==> config.mk <==
export PLATFORM = sky130hd
export DESIGN_NAME = pid_sched
export DESIGN_NICKNAME = d
export VERILOG_FILES = /design/src/rtl/pid_pkg.sv /design/src/rtl/pid_coef_bank.sv /design/src/rtl/pid_sched.sv
export SDC_FILE = /design/constraint.sdc
export NUM_CORES = 1
export LEC_CHECK = 0
export ABC_AREA = 1
export CORE_UTILIZATION = 57
export CTS_CLUSTER_SIZE = 30
export DETAILED_ROUTE_END_ITERATION = 8
export GPL_TIMING_DRIVEN = 1
export PLACE_DENSITY = 0.8
export SLEW_MARGIN = 20
export SYNTH_ARGS = -nofsm -noshare
export SYNTH_HDL_FRONTEND = slang
export SYNTH_SLANG_ARGS = --single-unit
export TNS_END_PERCENT = 5
==> constraint.sdc <==
create_clock -name clk_pid -period 1.9 [get_ports clk_pid]
set_input_delay 0.38 -clock clk_pid [delete_from_list [all_inputs] [get_ports clk_pid]]
set_output_delay 0.38 -clock clk_pid [all_outputs]
set_load 0.02 [all_outputs]
==> src/rtl/pid_pkg.sv <==
// Shared constants for the PID channel scheduler: default widths, config field
// select codes and the named steps within a channel slot.
package pid_pkg;

  localparam int CW_DEF     = 6;
  localparam int STATEW_DEF = 4;

  typedef enum logic [1:0] {
    SEL_KP = 2'd0,
    SEL_KI = 2'd1,
    SEL_KD = 2'd2,
    SEL_EN = 2'd3
  } cfg_sel_e;

  localparam int ST_SAMPLE = 0;
  localparam int ST_LOAD   = 1;
  localparam int ST_OUT    = 8;
  localparam int ST_CE_SET = 9;
  localparam int ST_CE_CLR = 15;

endpackage

==> src/rtl/pid_coef_bank.sv <==
// Per-channel coefficient storage: a shadow set written by the config port and
// an active set refreshed from the shadow at the start of each channel slot.
module pid_coef_bank
  import pid_pkg::*;
#(
  parameter int aw = 1,
  parameter int cw = CW_DEF
) (
  input  logic          clk_i,
  input  logic          rst_ni,
  input  logic          we_i,
  input  logic [aw-1:0] wch_i,
  input  logic [1:0]    wsel_i,
  input  logic [cw-1:0] wdata_i,
  input  logic          copy_i,
  input  logic [aw-1:0] rch_i,
  output logic [cw-1:0] kp_o,
  output logic [cw-1:0] ki_o,
  output logic [cw-1:0] kd_o,
  output logic          act_en_o,
  output logic          shd_en_o
);

  localparam int AN = 1 << aw;
  localparam logic [cw-1:0] MOST_NEG = {1'b1, {(cw-1){1'b0}}};
  localparam logic [cw-1:0] SAT_NEG  = {1'b1, {(cw-2){1'b0}}, 1'b1};

  logic [cw-1:0] shd_kp_q [AN];
  logic [cw-1:0] shd_ki_q [AN];
  logic [cw-1:0] shd_kd_q [AN];
  logic [cw-1:0] act_kp_q [AN];
  logic [cw-1:0] act_ki_q [AN];
  logic [cw-1:0] act_kd_q [AN];
  logic [AN-1:0] shd_en_q;
  logic [AN-1:0] act_en_q;
  logic [cw-1:0] wcoef;

  // Fold the most negative code onto its neighbour so every stored value negates.
  assign wcoef = (wdata_i == MOST_NEG) ? SAT_NEG : wdata_i;

  // Copy reads the shadow before this edge's write lands, so a colliding
  // write only becomes active one sweep later.
  always_ff @(posedge clk_i or negedge rst_ni) begin
    if (!rst_ni) begin
      for (int i = 0; i < AN; i++) begin
        shd_kp_q[i] <= '0;
        shd_ki_q[i] <= '0;
        shd_kd_q[i] <= '0;
        act_kp_q[i] <= '0;
        act_ki_q[i] <= '0;
        act_kd_q[i] <= '0;
      end
      shd_en_q <= '0;
      act_en_q <= '0;
    end else begin
      if (copy_i) begin
        act_kp_q[rch_i] <= shd_kp_q[rch_i];
        act_ki_q[rch_i] <= shd_ki_q[rch_i];
        act_kd_q[rch_i] <= shd_kd_q[rch_i];
        act_en_q[rch_i] <= shd_en_q[rch_i];
      end
      if (we_i) begin
        case (cfg_sel_e'(wsel_i))
          SEL_KP: shd_kp_q[wch_i] <= wcoef;
          SEL_KI: shd_ki_q[wch_i] <= wcoef;
          SEL_KD: shd_kd_q[wch_i] <= wcoef;
          SEL_EN: shd_en_q[wch_i] <= wdata_i[0];
          default: ;
        endcase
      end
    end
  end

  assign kp_o     = act_kp_q[rch_i];
  assign ki_o     = act_ki_q[rch_i];
  assign kd_o     = act_kd_q[rch_i];
  assign act_en_o = act_en_q[rch_i];
  assign shd_en_o = shd_en_q[rch_i];

endmodule

==> src/rtl/pid_sched.sv <==
// Time-multiplexed PID scheduler: a free-running counter walks every channel
// through a fixed slot of steps, strobing the datapath and the sensor request.
module pid_sched
  import pid_pkg::*;
#(
  parameter int psc    = 15,
  parameter int aw     = 1,
  parameter int statew = STATEW_DEF,
  parameter int cw     = CW_DEF
) (
  input  logic                 clk_pid,
  input  logic                 reset_n,
  input  logic                 cfg_we,
  input  logic [aw-1:0]        cfg_ch,
  input  logic [1:0]           cfg_sel,
  input  logic [cw-1:0]        cfg_data,
  output logic [aw-1:0]        a,
  output logic [statew-1:0]    state,
  output logic                 calc,
  output logic                 clr,
  output logic [cw-1:0]        KP,
  output logic [cw-1:0]        KI,
  output logic [cw-1:0]        KD,
  output logic                 err_req,
  input  logic                 err_ack,
  output logic                 ce,
  output logic [(1<<aw)-1:0]   err_miss
);

  localparam int LW = psc - aw - statew;
  localparam int AN = 1 << aw;

  logic [psc-1:0] u_q;
  logic           err_req_q, err_req_d;
  logic           ce_q, ce_d;
  logic [AN-1:0]  err_miss_q, err_miss_d;
  logic           t, slot_start, step_load, act_en, shd_en;

  assign a          = u_q[psc-1 -: aw];
  assign state      = u_q[psc-aw-1 -: statew];
  assign t          = (u_q[LW-1:0] == '0);
  assign slot_start = t && (state == statew'(ST_SAMPLE));
  assign step_load  = t && (state == statew'(ST_LOAD));

  pid_coef_bank #(.aw(aw), .cw(cw)) u_bank (
    .clk_i    (clk_pid),
    .rst_ni   (reset_n),
    .we_i     (cfg_we),
    .wch_i    (cfg_ch),
    .wsel_i   (cfg_sel),
    .wdata_i  (cfg_data),
    .copy_i   (slot_start),
    .rch_i    (a),
    .kp_o     (KP),
    .ki_o     (KI),
    .kd_o     (KD),
    .act_en_o (act_en),
    .shd_en_o (shd_en)
  );

  assign calc = t && act_en && (state >= statew'(ST_LOAD)) && (state <= statew'(ST_OUT));
  assign clr  = slot_start && shd_en && !act_en;

  // err_req/err_ack: err_req is a level request raised at slot start for an
  // enabled channel. An err_ack sampled while err_req is high completes it and
  // err_req drops on the next clock; err_ack while err_req is low is ignored.
  // A request still pending at step 1 expires and sets that channel's err_miss.
  always_comb begin
    err_req_d = err_req_q;
    if (err_req_q && err_ack) err_req_d = 1'b0;
    if (step_load)            err_req_d = 1'b0;
    if (slot_start)           err_req_d = shd_en;
  end

  always_comb begin
    ce_d = ce_q;
    if (t && (state == statew'(ST_CE_SET)) && act_en) ce_d = 1'b1;
    if (t && (state == statew'(ST_CE_CLR)))           ce_d = 1'b0;
  end

  always_comb begin
    err_miss_d = err_miss_q;
    if (cfg_we && (cfg_sel == SEL_EN)) err_miss_d[cfg_ch] = 1'b0;
    if (step_load && err_req_q)        err_miss_d[a]      = 1'b1;
  end

  always_ff @(posedge clk_pid or negedge reset_n) begin
    if (!reset_n) begin
      u_q        <= '0;
      err_req_q  <= 1'b0;
      ce_q       <= 1'b0;
      err_miss_q <= '0;
    end else begin
      u_q        <= u_q + psc'(1);
      err_req_q  <= err_req_d;
      ce_q       <= ce_d;
      err_miss_q <= err_miss_d;
    end
  end

  assign err_req  = err_req_q;
  assign ce       = ce_q;
  assign err_miss = err_miss_q;

endmodule

==> impl_results.md <==
- Post-synthesis sequential area ratio: 56.1%
- Grt ovf: 0
- Final cell count without fillers: 665
- TritonCTS clock tree: built
- Status: finished, violations left
- Antenna violations before repair: 0
- CTS sink cnt: 95
- Critical Path RT: 1.52 ns
- Vias per cell: about 5.4
- Syn Area/Cell: around 8.7 um2
- Failing checks: DRC, setup timing
- Die Ht: 88.2 um
- Synth Instances: 489
- Core Area: 7210 um2
- Fin crit share: 110%
- Total track usage: 28.3%
- Routed wire length: 9920 um
- Hold_ws: 0.412 ns
- Synthesis-to-layout area growth: 23.4%
- Delay of the slowest critical-path stage: 0.40 ns
- Delay-heaviest family, CP: simple AND/OR/NAND/NOR gates
- Vias post-DR: around 3600
- Reg power frac: 56.8%
- First-pass GRT wire length: 16500 um
- Gpl congestion: 0.877
- Max clock buf depth: 2
- Initial DRT Pass Iterations: 7
- Dpl hpwl: approximately 6700 um
- Fin util: 72.4%
- Min-delay worst type: in -> async
- Setup Skew: 0.00705 ns
- DP Area: approximately 5000 um2
- Min Tclk post-route: between 2 and 2.5 ns
- Relative slew slack: 68.7%
- Initial Util: between 50% and 60%
- Max FO, Critical Path: 4
- Netlist cell types: 25
- Crit end category: primary output
- Die width: 88.2 um
- DRC viols: 2
- TritonCTS Buffers: 9
- Iter 0 DRT Violations: around 230
- Antenna-violating nets left: 0
- Ports: 42
- Top post-synthesis cells by area: dfrtp_1 (56%), nand2_1 (18%), nand4_1 (5.6%)
- Crit start category: flip-flop
- Ant diodes: 0
- CTS clock-pin slew for the worst setup and hold paths: 0.09 ns
- Synthesized cell area: approximately 4200 um2
- Total power: 4.02 mW
- Nets: 576
- Final WS setup: -0.187 ns
- Share of post-route cells with drive strength above 1: 17.1%
- H-tree levels: 3
- Critical path, cell by cell: inv_2, ha_4, inv_2, nor2_2, nand3_2, nor2_8, nand3_1, nor2_2, buf_4
- Largest net degree at the start of global routing: 57
- Slew Viols, Final: 0
- Fin Setup TNS: -2.84 ns
- Vias in the first global route: 3540
- Max-cap viol count: 0
- Clk Latency, worst-skew pair: 0.36 ns
- Synth area leader: dfrtp_1
- Syn Nets: 504
- DP Cell Count: 640
- Combinational cell fraction of total power: about 7%
- RSZ-0062 raised after global routing: true
- Post-synth top area share: between 50% and 60%
- Leakage: approximately 2.7 nW
- Worst-margin pin slew: 0.468 ns
- Max Freq: roughly 480 MHz
- Max VDD drop: approximately 0.51 mV
- Psw: 0.979 mW
- Clock Power Share: 36.1%
- Worst setup path class: reg -> out
- # rows: 31
- Slowest stage cell, crit path: dfrtp_1
- CTS root buffer: clkbuf_8
- Design area: approximately 5200 um2
- IO Port Bufs: 41
- Sw Ratio: between 20% and 30%
- P_int: a little over 3 mW
- Power density cells: 769 nW/um2
- Seq cells post-synth: 95
- Routed length per instance: between 10 and 15 um
- Worst EP arrival: 1.71 ns
- Crit path buf inv count: 3
- Die area: 7780 um2
- Yosys warnings: 0
- Final Hold Violating Endpoints: 0
- Placement-stage worst setup slack: -0.303 ns
- Endpoints failing setup: 41
==> power groups by stage <==
stage,clock [mW],combinational (mW),sequential (mW)
after floorplan,0,0.151,2.29
after global placement,0,0.276,2.31
after detailed placement,0,0.293,2.31
after CTS,1.47,0.292,2.28
after global routing,1.54,0.336,2.30
final,1.45,0.287,2.28
==> what timing repair did <==
action                     in CTS  in global routing
hold buffers                    1                  0
hold endpoints to repair       14                  0
pin swaps                       1                  1
gates resized for setup        56                 20
cloned                          1                  0
setup endpoints to repair      62                 58
buffers inserted                5                  2
==> cell families (layout without fill, tap and decap cells) <==
group           count (synthesis)  in the layout  share of synthesized area [%]
compound gates                 45             45                           5.35
xor+xnor                       12             12                           2.48
fa+ha+maj                       2              2                          0.591
buf+inv                        55            132                           6.18
flops                          95             95                           56.1
simple gates                  280            280                           29.3
==> metal layers <==
layer | track usage, % | share of wire, % | wire length (um) | vias up
li1 | - | - | - | 1724
met1 | 36.6 | 43 | 4220 | 1721
met2 | 47.7 | 50 | 4960 | 112
met3 | 4.62 | 4.9 | 483 | 19
met4 | 11.4 | 2.6 | 259 | 0
met5 | 0 | 0 | 0 | -
==> cells in the mapped netlist <==
cell,count
nand3_2,1
nand2_1,200
a31oi_1,1
buf_4,8
o21ai_1,1
ha_1,2
nand4_1,38
nor2_8,1
clkinv_1,1
nand3_4,2
nor3_2,1
dfrtp_1,95
buf_1,1
nor2_4,1
buf_2,8
buf_6,2
nor3_1,8
inv_1,23
o21ai_0,43
inv_2,2
clkbuf_1,10
xor2_1,11
nor2_1,13
xnor2_1,1
nand3_1,15
==> layout make-up <==
type	count	area [um2]
multi-input combinational	339	1620
timing repair buffer	90	779
tap	99	124
fill	555	1990
sequential	95	2380
inverter	26	103
clock inverter	7	97.6
clock buffer	9	124
==> layout by cell type, fill, tap and decap left out, drive strengths merged <==
cell type	n
nor3	9
clkdlybuf4s50	19
nor2	15
dlygate4sd3	1
clkinv	4
clkbuf	17
nand4	38
dfrtp	95
xnor2	1
bufbuf	1
nand3	18
inv	25
xor2	11
buf	56
nand2	200
bufinv	2
a31oi	1
clkdlybuf4s15	1
dlygate4sd2	4
o21ai	44
clkinvlp	2
ha	2
==> worst register-to-register path, cell delays in order, from the launching register on <==
cell	delay, ns
dfrtp_1	0.40
inv_2	0.09
ha_4	0.13
inv_2	0.03
nor2_2	0.10
nand3_2	0.14
nor2_8	0.13
buf_4	0.41
nand3_4	0.16
buf_12	0.18
nand2_1	0.07
nand2_1	0.06
==> sequential cells by signal (all words and copies together), names as in the netlist <==
register / flops
u_bank.act_kp_q: 12
u_q: 15
u_bank.shd_ki_q: 12
u_bank.act_ki_q: 12
u_bank.shd_kd_q: 12
u_bank.act_en_q: 2
err_req: 1
u_bank.shd_en_q: 2
u_bank.shd_kp_q: 12
err_miss: 2
u_bank.act_kd_q: 12
ce: 1
==> path summary, 6_finish.rpt <==
kind	start	to	slack, ns	depth (start not counted)
max	u_q[0]$_DFF_PN0_	clr	-0.19	9
min	reset_n	u_bank.act_kp_q[8]$_DFFE_PN0P_	0.41	2
max reg2reg	u_q[0]$_DFF_PN0_	u_bank.act_kd_q[11]$_DFFE_PN0P_	-0.09	11
min reg2reg	u_bank.act_kd_q[2]$_DFFE_PN0P_	u_bank.act_kd_q[2]$_DFFE_PN0P_	0.48	2
max in group asynchronous	reset_n	u_bank.shd_kd_q[2]$_DFFE_PN0P_	0.91	3
min in group clk_pid	u_bank.act_kd_q[2]$_DFFE_PN0P_	u_bank.act_kd_q[2]$_DFFE_PN0P_	0.48	2
Note: power is estimated with default switching activity, not from simulation.
